===== src/rtl/rf_scoreboard.sv =====
// Register-file scoreboard: tracks pending writes per register, stalls decode on
// RAW hazards, WAW counter saturation and in-flight capacity, and runs a
// RUN/DRAIN/HALTED control FSM for halt requests.
module rf_scoreboard #(
    parameter int unsigned MAX_INFLIGHT = 3
) (
    input  logic        clk,
    input  logic        rst_n,
    input  logic        id_valid,
    input  logic [3:0]  id_src0_addr,
    input  logic [3:0]  id_src1_addr,
    input  logic        id_src0_use,
    input  logic        id_src1_use,
    input  logic [3:0]  id_dst_addr,
    input  logic        id_dst_we,
    input  logic        wb_valid,
    input  logic [3:0]  wb_dst_addr,
    input  logic        flush,
    input  logic        hlt,
    output logic        issue,
    output logic        stall,
    output logic [15:0] busy_vec,
    output logic        halted,
    output logic        err
);

    localparam int unsigned NREG = 16;
    localparam int unsigned CW   = 2;

    typedef enum logic [1:0] {
        ST_RUN    = 2'd0,
        ST_DRAIN  = 2'd1,
        ST_HALTED = 2'd2
    } state_e;

    state_e                   state_q, state_d;
    logic [NREG-1:0][CW-1:0]  pend_q, pend_d;
    logic [CW-1:0]            inflight_q, inflight_d;
    logic                     err_q, err_d;
    logic                     halted_q;

    logic src0_raw, src1_raw, dst_track, waw_sat, wb_hit, wb_orphan, cap_full, inc;

    // Hazard and writeback qualification against the current (pre-edge) counters
    assign src0_raw  = id_src0_use && (id_src0_addr != 4'd0) && (pend_q[id_src0_addr] != 2'd0);
    assign src1_raw  = id_src1_use && (id_src1_addr != 4'd0) && (pend_q[id_src1_addr] != 2'd0);
    assign dst_track = id_dst_we && (id_dst_addr != 4'd0);
    assign waw_sat   = dst_track && (pend_q[id_dst_addr] == 2'd3);
    assign wb_hit    = wb_valid && (wb_dst_addr != 4'd0) && (pend_q[wb_dst_addr] != 2'd0);
    assign wb_orphan = wb_valid && (wb_dst_addr != 4'd0) && (pend_q[wb_dst_addr] == 2'd0);
    // A retiring writeback frees a slot in the same cycle, so it relieves capacity
    assign cap_full  = dst_track && (inflight_q == CW'(MAX_INFLIGHT)) && !wb_hit;

    // Issue decision; a same-cycle writeback does not bypass a RAW hazard
    assign issue = id_valid && (state_q == ST_RUN) && !flush
                   && !src0_raw && !src1_raw && !waw_sat && !cap_full;
    assign stall = id_valid && !issue;
    assign inc   = issue && dst_track;

    // Pending counters, in-flight count and sticky error; flush wins over everything
    always_comb begin
        pend_d     = pend_q;
        inflight_d = inflight_q;
        err_d      = err_q;
        if (flush) begin
            pend_d     = '0;
            inflight_d = '0;
        end else begin
            if (wb_hit) begin
                pend_d[wb_dst_addr] = pend_q[wb_dst_addr] - 2'd1;
            end
            if (inc) begin
                pend_d[id_dst_addr] = pend_d[id_dst_addr] + 2'd1;
            end
            case ({inc, wb_hit})
                2'b10:   inflight_d = inflight_q + 2'd1;
                2'b01:   inflight_d = inflight_q - 2'd1;
                default: inflight_d = inflight_q;
            endcase
            if (wb_orphan) begin
                err_d = 1'b1;
            end
        end
        pend_d[0] = '0;
    end

    // Halt control next-state
    always_comb begin
        state_d = state_q;
        case (state_q)
            ST_RUN: begin
                if (hlt) begin
                    state_d = (inflight_q != 2'd0) ? ST_DRAIN : ST_HALTED;
                end
            end
            ST_DRAIN: begin
                if (!hlt) begin
                    state_d = ST_RUN;
                end else if (flush || (inflight_q == 2'd0)) begin
                    state_d = ST_HALTED;
                end
            end
            ST_HALTED: begin
                if (!hlt) begin
                    state_d = ST_RUN;
                end
            end
            default: state_d = ST_RUN;
        endcase
    end

    // State, counter and status registers
    always_ff @(posedge clk or negedge rst_n) begin
        if (!rst_n) begin
            state_q    <= ST_RUN;
            pend_q     <= '0;
            inflight_q <= '0;
            err_q      <= 1'b0;
            halted_q   <= 1'b0;
        end else begin
            state_q    <= state_d;
            pend_q     <= pend_d;
            inflight_q <= inflight_d;
            err_q      <= err_d;
            halted_q   <= (state_d == ST_HALTED);
        end
    end

    // Busy vector decoded from the registered counters
    always_comb begin
        busy_vec = '0;
        for (int n = 0; n < int'(NREG); n++) begin
            busy_vec[n] = (pend_q[n] != 2'd0);
        end
    end

    assign halted = halted_q;
    assign err    = err_q;

endmodule


===== config.mk =====
export PLATFORM = sky130hd
export DESIGN_NAME = rf_scoreboard
export DESIGN_NICKNAME = d
export VERILOG_FILES = /design/src/rtl/rf_scoreboard.sv
export SDC_FILE = /design/constraint.sdc
export NUM_CORES = 1
export LEC_CHECK = 0
export ABC_AREA = 1
export BUFFER_PORTS_ARGS = -buffer_cell sky130_fd_sc_hd__buf_2
export CAP_MARGIN = 20
export CORE_UTILIZATION = 45
export CTS_CLUSTER_SIZE = 40
export DETAILED_ROUTE_END_ITERATION = 8
export MAX_ROUTING_LAYER = met4
export PLACE_DENSITY = 0.68
export SYNTH_ARGS = -nofsm -noshare
export SYNTH_HDL_FRONTEND = slang
export SYNTH_SLANG_ARGS = --single-unit
export TNS_END_PERCENT = 50

===== constraint.sdc =====
create_clock -name clk -period 4.45 [get_ports clk]
set_input_delay 1.335 -clock clk [delete_from_list [all_inputs] [get_ports clk]]
set_output_delay 1.335 -clock clk [all_outputs]
set_load 0.05 [all_outputs]

# == After elaboration in Yosys (flattened, before gate mapping) ==
# Cells that the tools add are included.
# word_totals
ff_bits,36
in_bits,25
out_inout_bits,20
word_cells,122
# classes
n_addsub,4
magnitude_cmp,6
n_eq_ne,7
n_mux,28
bitwise_logic,1
n_reduce_logical,57
# op_table
operator,n
32-bit two-way mux,4
32-bit bitwise mux,2
2-bit binary-select mux with 4-bit select,5
2-bit nonzero test,19
2-bit two-way mux,13
1-bit logical AND,21
"4-bit by 5-bit < comparator with 1-bit output, second input constant",4
2-bit demux with 4-bit select,2
4-bit nonzero test,4
"2-bit equality test, second input constant",5
"4-bit by 1-bit >= comparator with 1-bit output, second input constant",2
1-bit logical NOT,7
2-bit logical NOT,3
2-bit case mux with 3 select lines,1
"2-bit by 1-bit adder with 2-bit output, second input constant",2
"2-bit by 1-bit equality test with 1-bit output, second input constant",2
2-bit case mux with 2 select lines,1
"2-bit by 1-bit subtractor with 2-bit output, second input constant",2
3-bit nonzero test,1
2-bit AND reduction,1
1-bit logical OR,1
1-bit inverter,1

# == Longest topological paths before layout ==
# Gate-level depths: netlist of the first run.
# logic_depth
depth_word,13
depth_mapped,24
ltp_nobuf,23

# == Worst setup path before layout of the first run ==
# Ideal clock, no wire load.
# synth_path
kind,input port to output port
startpoint,input wb_dst_addr[1]
endpoint,output stall
arrival_time_ns,3.824
required_time_ns,3.115
setup_slack_ns,-0.709
stages,16
n_path_buf,2
path_cell_list,buf_4 > inv_1 > nor2_1 > inv_1 > o22ai_1 > o21ai_0 > o21ai_0 > a221oi_1 > ha_1 > inv_1 > nand2_1 > a311oi_1 > nand2_1 > nor2_4 > buf_4 > nor2_1
# synth_between
elab_chain_len,10
word_cells_on_any_way,12
cone_classes,2 x mux; 10 x reduce/logical
# synth_rtl
element,line,text
"start, declared",17,"input logic [3:0] wb_dst_addr,"
2-bit binary-select mux with 4-bit select,49,assign wb_hit = wb_valid && (wb_dst_addr != 4'd0) && (pend_q[wb_dst_addr] != 2'd0);
2-bit two-way mux (implied by the code),49,
2-bit nonzero test,49,
1-bit logical AND (*),49,
1-bit logical NOT (*),52,assign cap_full = dst_track && (inflight_q == CW'(MAX_INFLIGHT)) && !wb_hit;
1-bit logical AND (*),52,
1-bit logical NOT (*),56,&& !src0_raw && !src1_raw && !waw_sat && !cap_full;
1-bit logical AND (*),56,
via issue,20,"output logic issue,"
1-bit logical NOT (*),57,assign stall = id_valid && !issue;
1-bit logical AND (*),57,
"end, declared",21,"output logic stall,"
# Mark *: on every way through the listed nets, which the timed path passes. The rest lies on a longest branch. The select of a mux whose other input is x is not followed.

# == Worst setup path in the final report of the first run ==
# layout_path
startpoint,input wb_dst_addr[0]
endpoint,output stall
# layout_between
elab_chain_len,10
word_cells_on_any_way,12
cone_classes,2 x mux; 10 x reduce/logical
# layout_rtl
element,line
2-bit binary-select mux with 4-bit select,49
2-bit two-way mux (implied by the code),49
2-bit nonzero test,49
1-bit logical AND (*),49
1-bit logical NOT (*),52
1-bit logical AND (*),52
1-bit logical NOT (*),56
1-bit logical AND (*),56
1-bit logical NOT (*),57
1-bit logical AND (*),57
# Mark *: on every way between the ends. The rest lies on a longest branch, timed or not. The select of a mux whose other input is x is not followed.

==> results of run 1 <==
[logic make-up after synthesis]
logic type	Yosys count	share of synthesized area
AO/OA/AOI/OAI	139	0.2413
adder cells (fa/ha/maj)	1	0.003412
buffers and inverters	105	0.1174
flip-flops	36	0.2457
other	1	0.001023
AND/OR/NAND/NOR	319	0.3911
[per-stage QoR]
step	util	instances	hold WS [ns]	cell area (sq um)
after CTS	0.5736	785	0.4882	4478
after global routing	0.5814	786	0.5179	4539
final	0.5814	786	0.4798	4539
after floorplan	-	601	0.5106	3702
after detailed placement	0.5457	773	0.4555	4260
after global placement	0.5457	773	0.4587	4260
[power by group]
part	switching [mW]	internal [mW]
combinational	0.174	0.0853
clock	0.140	0.111
sequential	0.00851	0.339
[path summary, 6_finish.rpt]
check	slack, ns	startpoint	to
worst max-delay path	0.04	wb_dst_addr[0]	stall
worst min-delay path	0.48	err	err
worst max register to register	1.10	pend_q[25]	pend_q[3]
worst min register to register	0.48	err	err
max in group asynchronous	2.77	rst_n	pend_q[8]
min in group asynchronous	1.13	rst_n	pend_q[20]
[layout make-up]
type / count / share of cell area
clock inverter: 3 / 0.005237
timing repair buffer: 89 / 0.1397
tap: 102 / 0.02811
inverter: 91 / 0.07911
clock buffer: 5 / 0.01516
multi-input combinational: 460 / 0.5342
sequential: 36 / 0.1985
[per-layer routing]
| layer | vias up | routed length [microns] |
|---|---|---|
| li1 | 2138 | - |
| met1 | 2070 | 5995 |
| met2 | 230 | 6108 |
| met3 | 41 | 1308 |
| met4 | 0 | 435 |
| met5 | - | 0 |
[synthesized netlist by cell type, types with 7 or more instances]
| cell | n | area, sq um |
|---|---|---|
| nand2_1 | 187 | 701.9 |
| inv_1 | 87 | 326.6 |
| o21ai_0 | 59 | 295.3 |
| nor2_1 | 51 | 191.4 |
| dfrtp_1 | 36 | 900.9 |
| nand3_1 | 32 | 160.2 |
| a21oi_1 | 26 | 130.1 |
| nand4_1 | 21 | 131.4 |
| o22ai_1 | 18 | 112.6 |
| o21ai_1 | 12 | 60.06 |
| a21oi_4 | 10 | 162.7 |
| nand2_2 | 8 | 50.05 |
| clkbuf_1 | 7 | 26.28 |
[state kept, by name, indices dropped and copies added (netlist names)]
register	count
inflight_q	2
state_q	2
halted	1
pend_q	30
err	1
[what timing repair did]
item                       in CTS  in global routing
hold buffers                    0                  0
setup buffers                   4                  1
gates resized for setup        28                 13
cloned                          0                  0
pin swaps                       8                 13
setup endpoints to repair       2                  2
==> flow_summary.yaml, run 1 <==
hold_path:
  hold_class: "register to register"
  hold_depth: 1
floorplan:
  fp.dieArea_sq_mm: 0.008512
  die_x_microns: 92.26
  io-pin-count: 45
  start_util: 0.4696
  fp-row-count: 32
  coreArea_sq_mm: 0.007807
  die_h_microns: 92.26
grt:
  grt_max_degree: 37
  busiest_layer: "met2"
  grt_usage: 0.3516
  grt-ovfl-total: 0
  grt_util_met2: 0.5504
  grt_pass1_wl_mm: 22.20
  use_met1: 0.4492
  grtUsageMet3: 0.08043
  antenna_found_initial: 0
  grt_pass1_vias: 4272
critical_path:
  required_ns: 3.12
  cp_cell_sequence: "buf_12 -> clkinv_8 -> buf_8 -> nand2_2 -> nand2_2 -> nand2_2 -> nand2_1 -> nand2_2 -> nand4_4 -> inv_2 -> ha_4 -> inv_4 -> nand2_4 -> a311oi_2 -> nand2_1 -> nor2_4 -> nor2_4 -> buf_8"
  critPathCaptureType: "output port"
  crit_family: "simple AND/OR/NAND/NOR gates"
  cp_common_cell: "nand2_2"
  cp.depth: 18
  crit_fanout: 6
  r2r_cells: 19
  cpMaxStageDelayCell: "a311oi_2"
  crit_buf_inv: 6
  worstSetupPathType: "input port to output port"
  cp-start-kind: "input port"
  worst_ep_arrival_time_ns: 3.08
  slowest_delay_ns: 0.22
clock_network:
  numCtsBuffers: 5
  cts.sinks: 36
  htree_levels: 2
  worstSkewPairLatency_ns: 0.30
  cts_tree: "built"
  clk_path_buf_depth: 2
  clkSlewWorstSetupHoldPaths_ns: 0.09
  ctsRootBufferMaster: "clkbuf_8"
sta:
  maxSlewHeadroom: 0.3993
  hold_viol: 0
  period_needed_ns: 4.414
  fin_ws_ns: 0.03576
  rsz0062_at_grt: "true"
  clock_skew_ns: 0.01065
  tns_ns: 0
  worst_pin_slew_ns: 0.8955
  fin_crit_sh: 0.9920
  timing.fmax_mhz: 226.5
  slew_violations: 0
  setup_viol: 0
route:
  wirelength_mm: 13.85
  drt_drc_violations_left: 0
  routed_via_density: 5.698
  dr.pass1.iters: 6
  via_count: 4479
  wl_per_cell_microns: 17.62
  drt-initial-drc-count: 449
  final_antenna_net_count: 0
power_and_ir_drop:
  vdd_drop_max_uv: 165.5
  leakage_nw: 2.409
  power_mw: 0.8580
  power_density_mw_per_mm2: 189.0
finish:
  finalNetCount: 709
  drive_gt1_frac: 0.2325
  diodes: 0
  final_common_cell: "nand2_1"
  multiInputGateArea_sq_mm: 0.002425
  area_growth_pct: 23.82
  n_fill_cell: 803
  regArea_sq_um: 900.9
  final_cell_mix: "182 x nand2_1, 82 x inv_1, 56 x o21ai_0, 47 x nor2_1, 42 x buf_4"
logic_synthesis:
  synth_edf_count: 0
  synthFlopType: "dfrtp_1"
  synthesis.area_sq_mm: 0.003666
  synthCells: 601
  yosysSeqAreaShare: 0.2457
  async_flop_share: 1.000
  ys_warn_count: 0
  ys_ff_latch: 36
  syn_nets: 627
  ys_types: 39
  synth.avg_cell_area_sq_um: 6.100
run_status:
  run_status: "complete, no violations"
placed_design:
  place_ws_ns: -0.2367
  place.gp.congestion: 1.008
  place_hpwl_mm: 10.90
  portBuffers: 43
flow_run:
  maxCapViolCount: 0
Note: power is estimated with default switching activity, not from simulation.
==> run 2: changes to the inputs <==
- CELL_PAD_IN_SITES_DETAIL_PLACEMENT: not set -> 1
- CELL_PAD_IN_SITES_GLOBAL_PLACEMENT: not set -> 2
- CORE_UTILIZATION: 45 -> 28
- PLACE_DENSITY: 0.68 -> 0.77
==> run 2 against run 1 <==
  * Worst setup slack got worse by 0.028 ns
  * Count of clock-buffer cells in the layout grew 2
  * Global-route usage is 8.8 points lower
  * Sequential power barely moved
  * Combinational power increased by 4%
  * Largest cell class unchanged
  * First-iteration DRC count fell by 45%
  * Critical endpoint is now issue
  * Critical path depth is 5 lower
==> flow_summary.yaml, run 2 (same netlist as run 1, synthesis figures left out) <==
sta:
  rsz0062_at_grt: "true"
  maxSlewHeadroom: 0.4109
  clock_skew_ns: 0.007228
  hold_viol: 0
  slew_violations: 0
  worst_pin_slew_ns: 0.8837
  setup_viol: 0
  period_needed_ns: 4.442
  timing.fmax_mhz: 225.1
  fin_crit_sh: 0.9982
  whs_ns: 0.4957
finish:
  n_fill_cell: 1685
  finalNetCount: 710
  design_area_sq_mm: 0.004703
  drive_gt1_frac: 0.2281
  largest_reg_flops: 30
  diodes: 0
  reg_top3: "pend_q (30), inflight_q (2), state_q (2)"
  area_growth_pct: 28.29
  max_flop_register: "pend_q"
  final_common_cell: "nand2_1"
  final_cell_mix: "182 x nand2_1, 82 x inv_1, 56 x o21ai_0, 47 x nor2_1, 41 x buf_4"
route:
  routed_via_density: 5.160
  dr_wl_met2_mm: 7.889
  met1_length_mm: 7.689
  dr.max_layer_used: "met4"
  dr.pass1.iters: 4
  wl_per_cell_microns: 19.31
  drt_drc_violations_left: 0
  final_antenna_net_count: 0
  via_count: 4417
  drt-initial-drc-count: 248
  wirelength_mm: 16.53
  met3_length_microns: 646
placed_design:
  place.gp.congestion: 0.9625
  portBuffers: 43
  place_hpwl_mm: 13.35
  placed_cell_area_sq_mm: 0.004410
run_status:
  run_status: "complete, no violations"
clock_network:
  htree_levels: 2
  numCtsBuffers: 5
  clk_path_buf_depth: 2
  holdBufCountCts: 0
  cts_tree: "built"
  ctsRootBufferMaster: "clkbuf_16"
  clkSlewWorstSetupHoldPaths_ns: 0.06
  cts.sinks: 36
  worstSkewPairLatency_ns: 0.29
critical_path:
  crit_fanout: 6
  required_ns: 3.12
  cp-start-kind: "input port"
  worstSetupPathType: "input port to output port"
  worst_ep_arrival_time_ns: 3.11
  critPathCaptureType: "output port"
grt:
  grt_pass1_wl_mm: 25.58
  antenna_found_initial: 0
  grt_pass1_vias: 4576
  grt-ovfl-total: 0
  grt_usage: 0.2634
  grt_max_degree: 37
flow_run:
  maxCapViolCount: 0
floorplan:
  fp-row-count: 41
  die_x_microns: 116.4
  fp.dieArea_sq_mm: 0.01355
  start_util: 0.2893
  io-pin-count: 45
  coreArea_sq_mm: 0.01267
  die_h_microns: 116.4
power_and_ir_drop:
  power_density_mw_per_mm2: 211.4
  vdd_drop_max_uv: 117.6
  leakage_nw: 2.449
hold_path:
  hold_class: "register to register"
run 2: critical path: stages:
cell and delay [ns]:
buf_6 0.12, nand2_1 0.13, buf_4 0.17, o221ai_1 0.19, a221oi_2 0.13, ha_4 0.20, inv_4 0.06, nand2_4 0.04
a311oi_2 0.20, nand2_1 0.12, nor2_4 0.17, buf_6 0.13, buf_12 0.12
run 2: final timing paths:
| kind | slack (ns) | endpoint | from | depth (start not counted) |
|---|---|---|---|---|
| worst max-delay path | 0.008 | issue | wb_dst_addr[1] | 13 |
| worst min-delay path | 0.50 | err | err | 1 |
| worst max register to register | 1.19 | pend_q[19] | pend_q[17] | 17 |
| worst min register to register | 0.50 | err | err | 1 |
| max in group asynchronous | 2.72 | pend_q[14] | rst_n | 1 |
| min in group asynchronous | 1.17 | pend_q[21] | rst_n | 1 |
run 2: power by group:
group / leakage (nW) / switching (mW) / internal, mW
combinational: 1.88 / 0.180 / 0.0880
clock: 0.0760 / 0.141 / 0.235
sequential: 0.492 / 0.00913 / 0.340
total: 2.45 / 0.331 / 0.663
run 2: per-stage QoR:
stage / utilization / setup slack (ns) / power, mW / setup TNS (ns) / std cells
final: 0.3712 / 0.008024 / 0.9943 / 0 / 856
after global routing: 0.3712 / -0.09011 / 1.039 / -0.1190 / 856
after CTS: 0.3686 / -0.09849 / 1.005 / -0.1275 / 854
after detailed placement: 0.3481 / -0.2461 / 0.6112 / -0.5596 / 846
after global placement: 0.3481 / -0.1769 / 0.6036 / -0.3299 / 846
after floorplan: - / -0.04607 / 0.5071 / -0.04607 / 601
run 2: final cells by class:
type	count	area, sq um	area share
Clock buffer	7	152.6	0.03246
Timing Repair Buffer	90	666.9	0.1418
Sequential cell	36	900.9	0.1915
Inverter	91	359.1	0.07635
Multi-Input combinational cell	460	2409	0.5121
Tap cell	172	215.2	0.04576
run 2: repair_timing:
action	4_1_cts	5_1_grt
pin swaps	11	13
setup buffers	1	2
resized for setup	30	4
cloned	0	0
endpoints found under the setup margin	2	2
run 2: metal layers:
layer,vias up,track usage
met1,2148,0.3352
met5,-,-
met4,0,0.07179
met2,111,0.4414
li1,2139,-
met3,19,0.02854
